===== src/rtl/sw_debounce_pkg.sv =====
// Shared definitions for the mux-lab switch conditioning path: the switch
// word width, the data/select field split and the per-bit debounce states.
package sw_pkg;

  // Total number of board switches conditioned for the mux lab.
  localparam int unsigned SW_WIDTH    = 6;

  // Bits [3:0] feed the mux data input, bits [5:4] feed its select.
  localparam int unsigned SW_DATA_LSB = 0;
  localparam int unsigned SW_DATA_MSB = 3;
  localparam int unsigned SW_SEL_LSB  = 4;
  localparam int unsigned SW_SEL_MSB  = 5;

  // Per-bit debounce state: output agrees with input, or a disagreement
  // is being timed.
  typedef enum logic [0:0] {
    ST_STABLE   = 1'b0,
    ST_COUNTING = 1'b1
  } deb_state_t;

endpackage


===== src/rtl/sw_debounce_bit.sv =====
// Single-bit conditioner: two-flop synchroniser followed by a stability
// counter. The output only follows the synchronised input once the two have
// disagreed for STABLE_CYCLES consecutive cycles.
module debounce_bit
  import sw_pkg::*;
#(
  parameter int unsigned STABLE_CYCLES = 50000,
  parameter logic        RESET_BIT     = 1'b0
) (
  input  logic clk_i,
  input  logic rst_i,
  input  logic sw_i,
  output logic sw_o,
  output logic changed_o,
  output logic changed_next_o
);

  localparam int unsigned      CNT_W    = $clog2(STABLE_CYCLES + 1);
  localparam logic [CNT_W-1:0] CNT_MAX  = CNT_W'(STABLE_CYCLES);
  localparam logic [CNT_W-1:0] CNT_ONE  = CNT_W'(1);
  localparam logic [CNT_W-1:0] CNT_ZERO = {CNT_W{1'b0}};

  logic             sync1_q;
  logic             sync2_q;
  deb_state_t       state_q;
  deb_state_t       state_d;
  logic [CNT_W-1:0] cnt_q;
  logic [CNT_W-1:0] cnt_d;
  logic             sw_q;
  logic             sw_d;
  logic             chg_q;
  logic             chg_d;

  // Two-stage synchroniser; reset to the output reset level so leaving
  // reset never looks like a switch edge.
  always_ff @(posedge clk_i) begin
    if (rst_i) begin
      sync1_q <= RESET_BIT;
      sync2_q <= RESET_BIT;
    end else begin
      sync1_q <= sw_i;
      sync2_q <= sync1_q;
    end
  end

  // Next-state logic: time a disagreement, drop it if it ends early,
  // flip the output once it has lasted STABLE_CYCLES cycles.
  always_comb begin
    state_d = state_q;
    cnt_d   = cnt_q;
    sw_d    = sw_q;
    chg_d   = 1'b0;
    case (state_q)
      ST_STABLE: begin
        if (sync2_q != sw_q) begin
          state_d = ST_COUNTING;
          cnt_d   = CNT_ONE;
        end else begin
          cnt_d   = CNT_ZERO;
        end
      end
      ST_COUNTING: begin
        if (sync2_q == sw_q) begin
          state_d = ST_STABLE;
          cnt_d   = CNT_ZERO;
        end else if (cnt_q == CNT_MAX) begin
          state_d = ST_STABLE;
          cnt_d   = CNT_ZERO;
          sw_d    = sync2_q;
          chg_d   = 1'b1;
        end else begin
          cnt_d   = cnt_q + CNT_ONE;
        end
      end
      default: begin
        state_d = ST_STABLE;
        cnt_d   = CNT_ZERO;
      end
    endcase
  end

  // State, counter and registered outputs; reset discards any count.
  always_ff @(posedge clk_i) begin
    if (rst_i) begin
      state_q <= ST_STABLE;
      cnt_q   <= CNT_ZERO;
      sw_q    <= RESET_BIT;
      chg_q   <= 1'b0;
    end else begin
      state_q <= state_d;
      cnt_q   <= cnt_d;
      sw_q    <= sw_d;
      chg_q   <= chg_d;
    end
  end

  assign sw_o           = sw_q;
  assign changed_o      = chg_q;
  assign changed_next_o = chg_d;

endmodule


===== src/rtl/sw_debounce.sv =====
// Switch conditioning for the 4-to-1 mux lab: one independent debouncer
// per switch bit, plus a registered "any bit changed" strobe.
module sw_debounce
  import sw_pkg::*;
#(
  parameter int unsigned      WIDTH         = SW_WIDTH,
  parameter int unsigned      STABLE_CYCLES = 50000,
  parameter logic [WIDTH-1:0] RESET_VAL     = 6'b000000
) (
  input  logic             clk,
  input  logic             rst,
  input  logic [WIDTH-1:0] sw_in,
  output logic [WIDTH-1:0] sw_out,
  output logic [WIDTH-1:0] changed,
  output logic             any_changed
);

  logic [WIDTH-1:0] changed_d;
  logic             any_changed_q;

  for (genvar g = 0; g < WIDTH; g++) begin : g_bit
    debounce_bit #(
      .STABLE_CYCLES (STABLE_CYCLES),
      .RESET_BIT     (RESET_VAL[g])
    ) u_bit (
      .clk_i          (clk),
      .rst_i          (rst),
      .sw_i           (sw_in[g]),
      .sw_o           (sw_out[g]),
      .changed_o      (changed[g]),
      .changed_next_o (changed_d[g])
    );
  end

  // Summary strobe built from the next-state strobes so it lines up with changed.
  always_ff @(posedge clk) begin
    if (rst) begin
      any_changed_q <= 1'b0;
    end else begin
      any_changed_q <= |changed_d;
    end
  end

  assign any_changed = any_changed_q;

endmodule


===== config.mk =====
export PLATFORM = sky130hd
export DESIGN_NAME = sw_debounce
export DESIGN_NICKNAME = d
export VERILOG_FILES = /design/src/rtl/sw_debounce_pkg.sv /design/src/rtl/sw_debounce_bit.sv /design/src/rtl/sw_debounce.sv
export SDC_FILE = /design/constraint.sdc
export NUM_CORES = 1
export LEC_CHECK = 0
export BUFFER_PORTS_ARGS = -buffer_cell sky130_fd_sc_hd__buf_2
export CORE_MARGIN = 2
export CORE_UTILIZATION = 54
export DETAILED_ROUTE_END_ITERATION = 12
export GPL_ROUTABILITY_DRIVEN = 1
export HOLD_SLACK_MARGIN = 0.12
export PLACE_DENSITY = 0.71
export SYNTH_ARGS = -nofsm -noshare
export SYNTH_HDL_FRONTEND = slang
export SYNTH_SLANG_ARGS = --single-unit

===== constraint.sdc =====
create_clock -name clk -period 3.2 [get_ports clk]
set_input_delay 0.64 -clock clk [delete_from_list [all_inputs] [get_ports clk]]
set_output_delay 0.64 -clock clk [all_outputs]
set_load 0.01 [all_outputs]

* Word level (Yosys, flattened, before mapping)
Cells that the tools add are included. W data, S select, Z words.
Storage, ports and cells: input bits 8, output and inout bits 13, logic and storage cells 146, register bits after elaboration 127
Cells by class: bitwise gates (word level) 12, eq/ne operators 18, reductions and logical operators 7, multiplexer cells 66, $add $sub $neg 6
Operators by type and width (number):
- $mux W16 | 12
- $pmux W16 S2 | 6
- $add A16 B1 Y16 const B | 6
- $eq A16 B16 Y1 const B | 6
- $mux W1 | 42
- $reduce_and A3 Y1 | 6
- $not A1 Y1 | 12
- $pmux W1 S2 | 6
- $eq A1 B1 Y1 | 6
- $ne A1 B1 Y1 | 6
- $reduce_or A6 Y1 | 1

* Logic depth before layout (Yosys ltp)
word-level depth 5, depth in mapped cells 8, depth with buffers taken out 6

* By module
Synthesis repeated with hierarchy kept, for this count alone.
Unflattened totals: cells, all modules 613, area total of the unflattened synthesis 5599.1 um^2
Modules (own cells, without submodules):
- debounce_bit (g_bit[0].u_bit ...) | cells each 102, sequential area each 420.4 um^2, area an instance 919.6 um^2, instances 5
- debounce_bit (g_bit[5].u_bit) | cells each 99, sequential area each 420.4 um^2, area an instance 965.9 um^2, instances 1
- sw_debounce | cells each 4, sequential area each 20.0 um^2, area an instance 35.0 um^2, instances 1

* Worst setup path before layout
Ideal clock, no wire load.
path type register to register, from reg g_bit[5].u_bit.cnt_q[0], to reg g_bit[5].u_bit.cnt_q[10], cell stages (with the launch flop) 9, setup slack 1.469 ns, data arrival time 1.667 ns, period minus slack after synthesis 1.731 ns, library setup time 0.064 ns, required time 3.136 ns, buffers on the path 2, cell sequence dfxtp_1 inv_1 ha_1 nor4b_1 and4_1 or3_1 clkbuf_1 buf_2 nor2_1
Between the ends: longest elaborated chain between the ends 4, elaborated cells on any way between the ends 5, those cells by class 1 x add/sub; 1 x eq/ne; 3 x mux
RTL lines:
- start, declared | line sw_debounce_bit.sv:27 | logic [CNT_W-1:0] cnt_q;
- start signal, assigned | line sw_debounce_bit.sv:91 | cnt_q <= cnt_d;
- $add A16 B1 Y16 or $eq A16 B16 Y1 (tied branches) | line sw_debounce_bit.sv:72, sw_debounce_bit.sv:66
- $mux W16 (*) | line sw_debounce_bit.sv:66 | end else if (cnt_q == CNT_MAX) begin
- $mux W16 (*) | line sw_debounce_bit.sv:63 | if (sync2_q == sw_q) begin
- $pmux W16 S2 (*) | line sw_debounce_bit.sv:53 | case (state_q)
Every way passes the cells marked *; elsewhere a longest branch is shown, timed or not. A chain may end at the register's enable or synchronous reset.

* Worst setup path in the final report
from reg g_bit[5].u_bit.cnt_q[0], to reg g_bit[5].u_bit.cnt_q[13]
The elaborated chain is that of the path after synthesis.

==> impl_metrics.csv <==
group,metric,value,unit
global_route,grt_overflow,0,
worst_setup_path,end_kind,"flip-flop",
yosys,ys_seq_elements,127,
floorplanning,start_util,54.7,%
clock_network,clk_path_buf_depth,2,
timing,worst_pin_slew,0.582,ns
global_route,grt_max_degree,31,
floorplanning,rows,37,
global_route,met2_usage,32.5,%
final_layout,multi_input_area,2760,um2
timing,hold_viol,0,
final_layout,final_cells,782,
floorplanning,die_h,106,um
yosys,ys_types,38,
final_layout,areaGrowthSynthToFinish,12.5,%
yosys,syn_area_per_cell,8.94,um2
clock_network,cts_setup_buffers,0,
power_and_ir_drop,power,3.50,mW
final_layout,final_net_count,653,
clock_network,numCtsBuffers,17,
placed_design,globalplace.congestion,0.842,
route,ant_nets,0,
clock_network,tritoncts,"yes",
floorplanning,dieWidth,106,um
timing,post-route-period-util,59.0,%
timing,fmax,530,MHz
min_path,worstHoldStart,"sw_in[1]",
yosys,synth_fp_nets,643,
yosys,ys_seq_area_share,45.6,%
power_and_ir_drop,p_per_area,559,nW/um2
min_path,hp-class,"primary input to flip-flop",
job,maxCapViolations,0,
timing,setup_viol,0,
route,wl_per_cell,13.3,um
placed_design,port-buffer-count,20,
worst_setup_path,crit_start,"g_bit[5].u_bit.cnt_q[0]$_SDFF_PP0_",
floorplanning,dieArea,11100,um2
global_route,grt_pass1_wl,18.0,mm
worst_setup_path,arrival,2.34,ns
global_route,antenna_found_initial,0,
route,vias,4268,
final_layout,drive_gt1_share,8.82,%
power_and_ir_drop,ir_worst_vdd,0.000298,V
route,dr.pass1.iters,4,
global_route,grt_util_all_layers,20.0,%
final_layout,antennaDiodeCount,0,
yosys,synthCells,623,
global_route,met3_usage,5.88,%
worst_setup_path,worst-path-max-fanout,15,
timing,relSlewSlack,61.1,%
worst_setup_path,startpoint_type,"flip-flop",
clock_network,clk_latency,0.53,ns
clock_network,clkTransAtPathRegs,0.06,ns
floorplanning,design.portCount,21,
clock_network,clock_sinks,127,
timing,finalMaxSlewViolations,0,
route,routed_wl,10.4,mm
worst_setup_path,cp.required,3.65,ns
worst_setup_path,timing.rr.start,"g_bit[5].u_bit.cnt_q[0]$_SDFF_PP0_",
route,drc,0,
yosys,syn-cell-area,5570,um2
clock_network,cts_root_buf,"clkbuf_8",
placed_design,dp_cells,750,
route,avgViaCountPerCell,5.46,
route,drt_iter0_markers,137,
timing,period_needed,1.89,ns
timing,clock_skew,0.00831,ns
worst_setup_path,worstSetupPathType,"flip-flop to flip-flop",
clock_network,htree_levels,4,
run_status,status,"finished, final reports clean",
timing,rsz0062_at_grt,"no",
placed_design,dp_hpwl,6.95,mm
floorplanning,core_area,10200,um2
power_and_ir_drop,p_leak,2.05,nW
final_layout,fillers,867,
clock_network,cts_resized,0,
global_route,busiest_layer,"met2",
global_route,grt_pass1_vias,3965,
yosys,synth_warnings,0,
clock_network,cts_hold_buf,0,
final_layout,seq_area,2540,um2
timing,finalSetupTns,0,ns
global_route,grtUsageMet1,24.9,%
[path summary, 6_finish.rpt]
path                                          to  slack, ns  cells after the start
max          g_bit[5].u_bit.cnt_q[13]$_SDFF_PP0_       1.31                      6
min            g_bit[1].u_bit.sync1_q$_SDFF_PP0_       0.33                      2
max reg2reg  g_bit[5].u_bit.cnt_q[13]$_SDFF_PP0_       1.31                      6
min reg2reg    g_bit[2].u_bit.sync2_q$_SDFF_PP0_       0.44                      1
[cell families (layout without fill, tap and decap cells)]
group                    Yosys count  count (layout)  synth area share, %
AO/OA/AOI/OAI                     55              55                 5.57
XOR/XNOR                          76              76                 11.9
adder cells (fa/ha/maj)           12              12                 2.69
buffers and inverters             57              80                 4.78
flip-flops                       127             127                 45.6
AND/OR/NAND/NOR                  296             296                 29.4
[where the power goes]
part | leakage, nW | total [mW] | switching [mW] | internal (mW)
registers | 1.03 | 1.60 | 0.00774 | 1.59
clock network | 0.284 | 1.87 | 0.690 | 1.18
logic | 0.743 | 0.0297 | 0.0166 | 0.0132
total | 2.05 | 3.50 | 0.715 | 2.79
[synthesized netlist by cell type (all sizes together)]
| cell | number | area share (%) |
|---|---|---|
| dfxtp | 127 | 46 |
| nor2 | 85 | 5.7 |
| xor2 | 41 | 6.4 |
| nand3 | 39 | 3.8 |
| xnor2 | 35 | 5.5 |
| nand4 | 32 | 3.6 |
| inv | 28 | 1.9 |
| nand2 | 28 | 1.9 |
| a21oi | 22 | 2.0 |
| o21ai | 21 | 1.9 |
| buf | 18 | 2.2 |
| nor2b | 17 | 1.9 |
| and4 | 14 | 2.2 |
| ha | 12 | 2.7 |
| nor3 | 12 | 1.1 |
| nor4 | 12 | 1.3 |
| or3 | 12 | 1.3 |
| clkbuf | 11 | 0.74 |
| and2 | 9 | 1.0 |
| and3 | 8 | 0.90 |
| nor4b | 6 | 0.94 |
| a21boi | 5 | 0.67 |
| and4b | 5 | 0.90 |
| nor4bb | 5 | 0.90 |
| and3b | 4 | 0.63 |
| or4 | 4 | 0.67 |
| o31ai | 3 | 0.40 |
| o22a | 2 | 0.31 |
| a41oi | 1 | 0.16 |
| nand2b | 1 | 0.11 |
| nor3b | 1 | 0.13 |
| o41ai | 1 | 0.16 |
| or2 | 1 | 0.11 |
| or3b | 1 | 0.16 |
[cell type report]
cell class / instances / share of cell area (%)
Clock buffer: 18 / 6.67
Clock inverter: 14 / 2.70
Inverter: 28 / 1.68
Multi-Input combinational cell: 439 / 44.1
Sequential cell: 127 / 40.6
Tap cell: 136 / 2.72
Timing Repair Buffer: 20 / 1.60
[cell usage in the layout (no fill, tap or decap), types with 6 or more instances in the layout]
master,Yosys,final
ha_1,12,12
nand3_1,37,37
nor2_1,85,85
and3_1,8,8
nor4_1,12,12
nor4b_1,6,6
or3_1,12,12
nor2b_1,17,17
xnor2_1,35,35
nand4_1,32,32
and2_1,9,9
xor2_1,41,41
nor3_1,12,12
nand2_1,28,28
dfxtp_1,127,127
and4_1,14,14
o21ai_0,21,21
a21oi_1,22,22
buf_2,6,20
clkbuf_16,0,16
inv_1,28,28
[critical path: stages, from the launching register on]
cell and delay [ns]:
dfxtp_1 0.37, inv_1 0.08, ha_1 0.20, nor4b_1 0.15
and4_1 0.25, or3_1 0.58, a21oi_1 0.20
[state kept, by name, indices dropped and copies added, names as in the netlist]
name and flops:
g_bit.u_bit.sync1_q 6, g_bit.u_bit.cnt_q 96, g_bit.u_bit.changed_o 6, g_bit.u_bit.sw_o 6, g_bit.u_bit.state_q 6, any_changed 1
g_bit.u_bit.sync2_q 6
[layer usage]
metal | part of all wire (%) | vias to the layer above
li1 | - | 2178
met1 | 47 | 2003
met2 | 47 | 69
met3 | 4.3 | 18
met4 | 1.8 | 0
met5 | 0 | -
[metrics by stage]
| step | instance area (um2) | setup slack (ns) | util (%) | hold WS [ns] |
|---|---|---|---|---|
| final | 6270 | 1.31 | 61.5 | 0.335 |
| after detailed placement | 5680 | 1.20 | 55.8 | 0.423 |
| after global placement | 5680 | 1.23 | 55.8 | 0.419 |
| after floorplan | 5570 | 1.47 | - | 0.414 |
| after global routing | 6270 | 1.07 | 61.5 | 0.340 |
| after CTS | 6270 | 1.31 | 61.5 | 0.327 |
No activity file was read; power rests on OpenSTA's default activity.
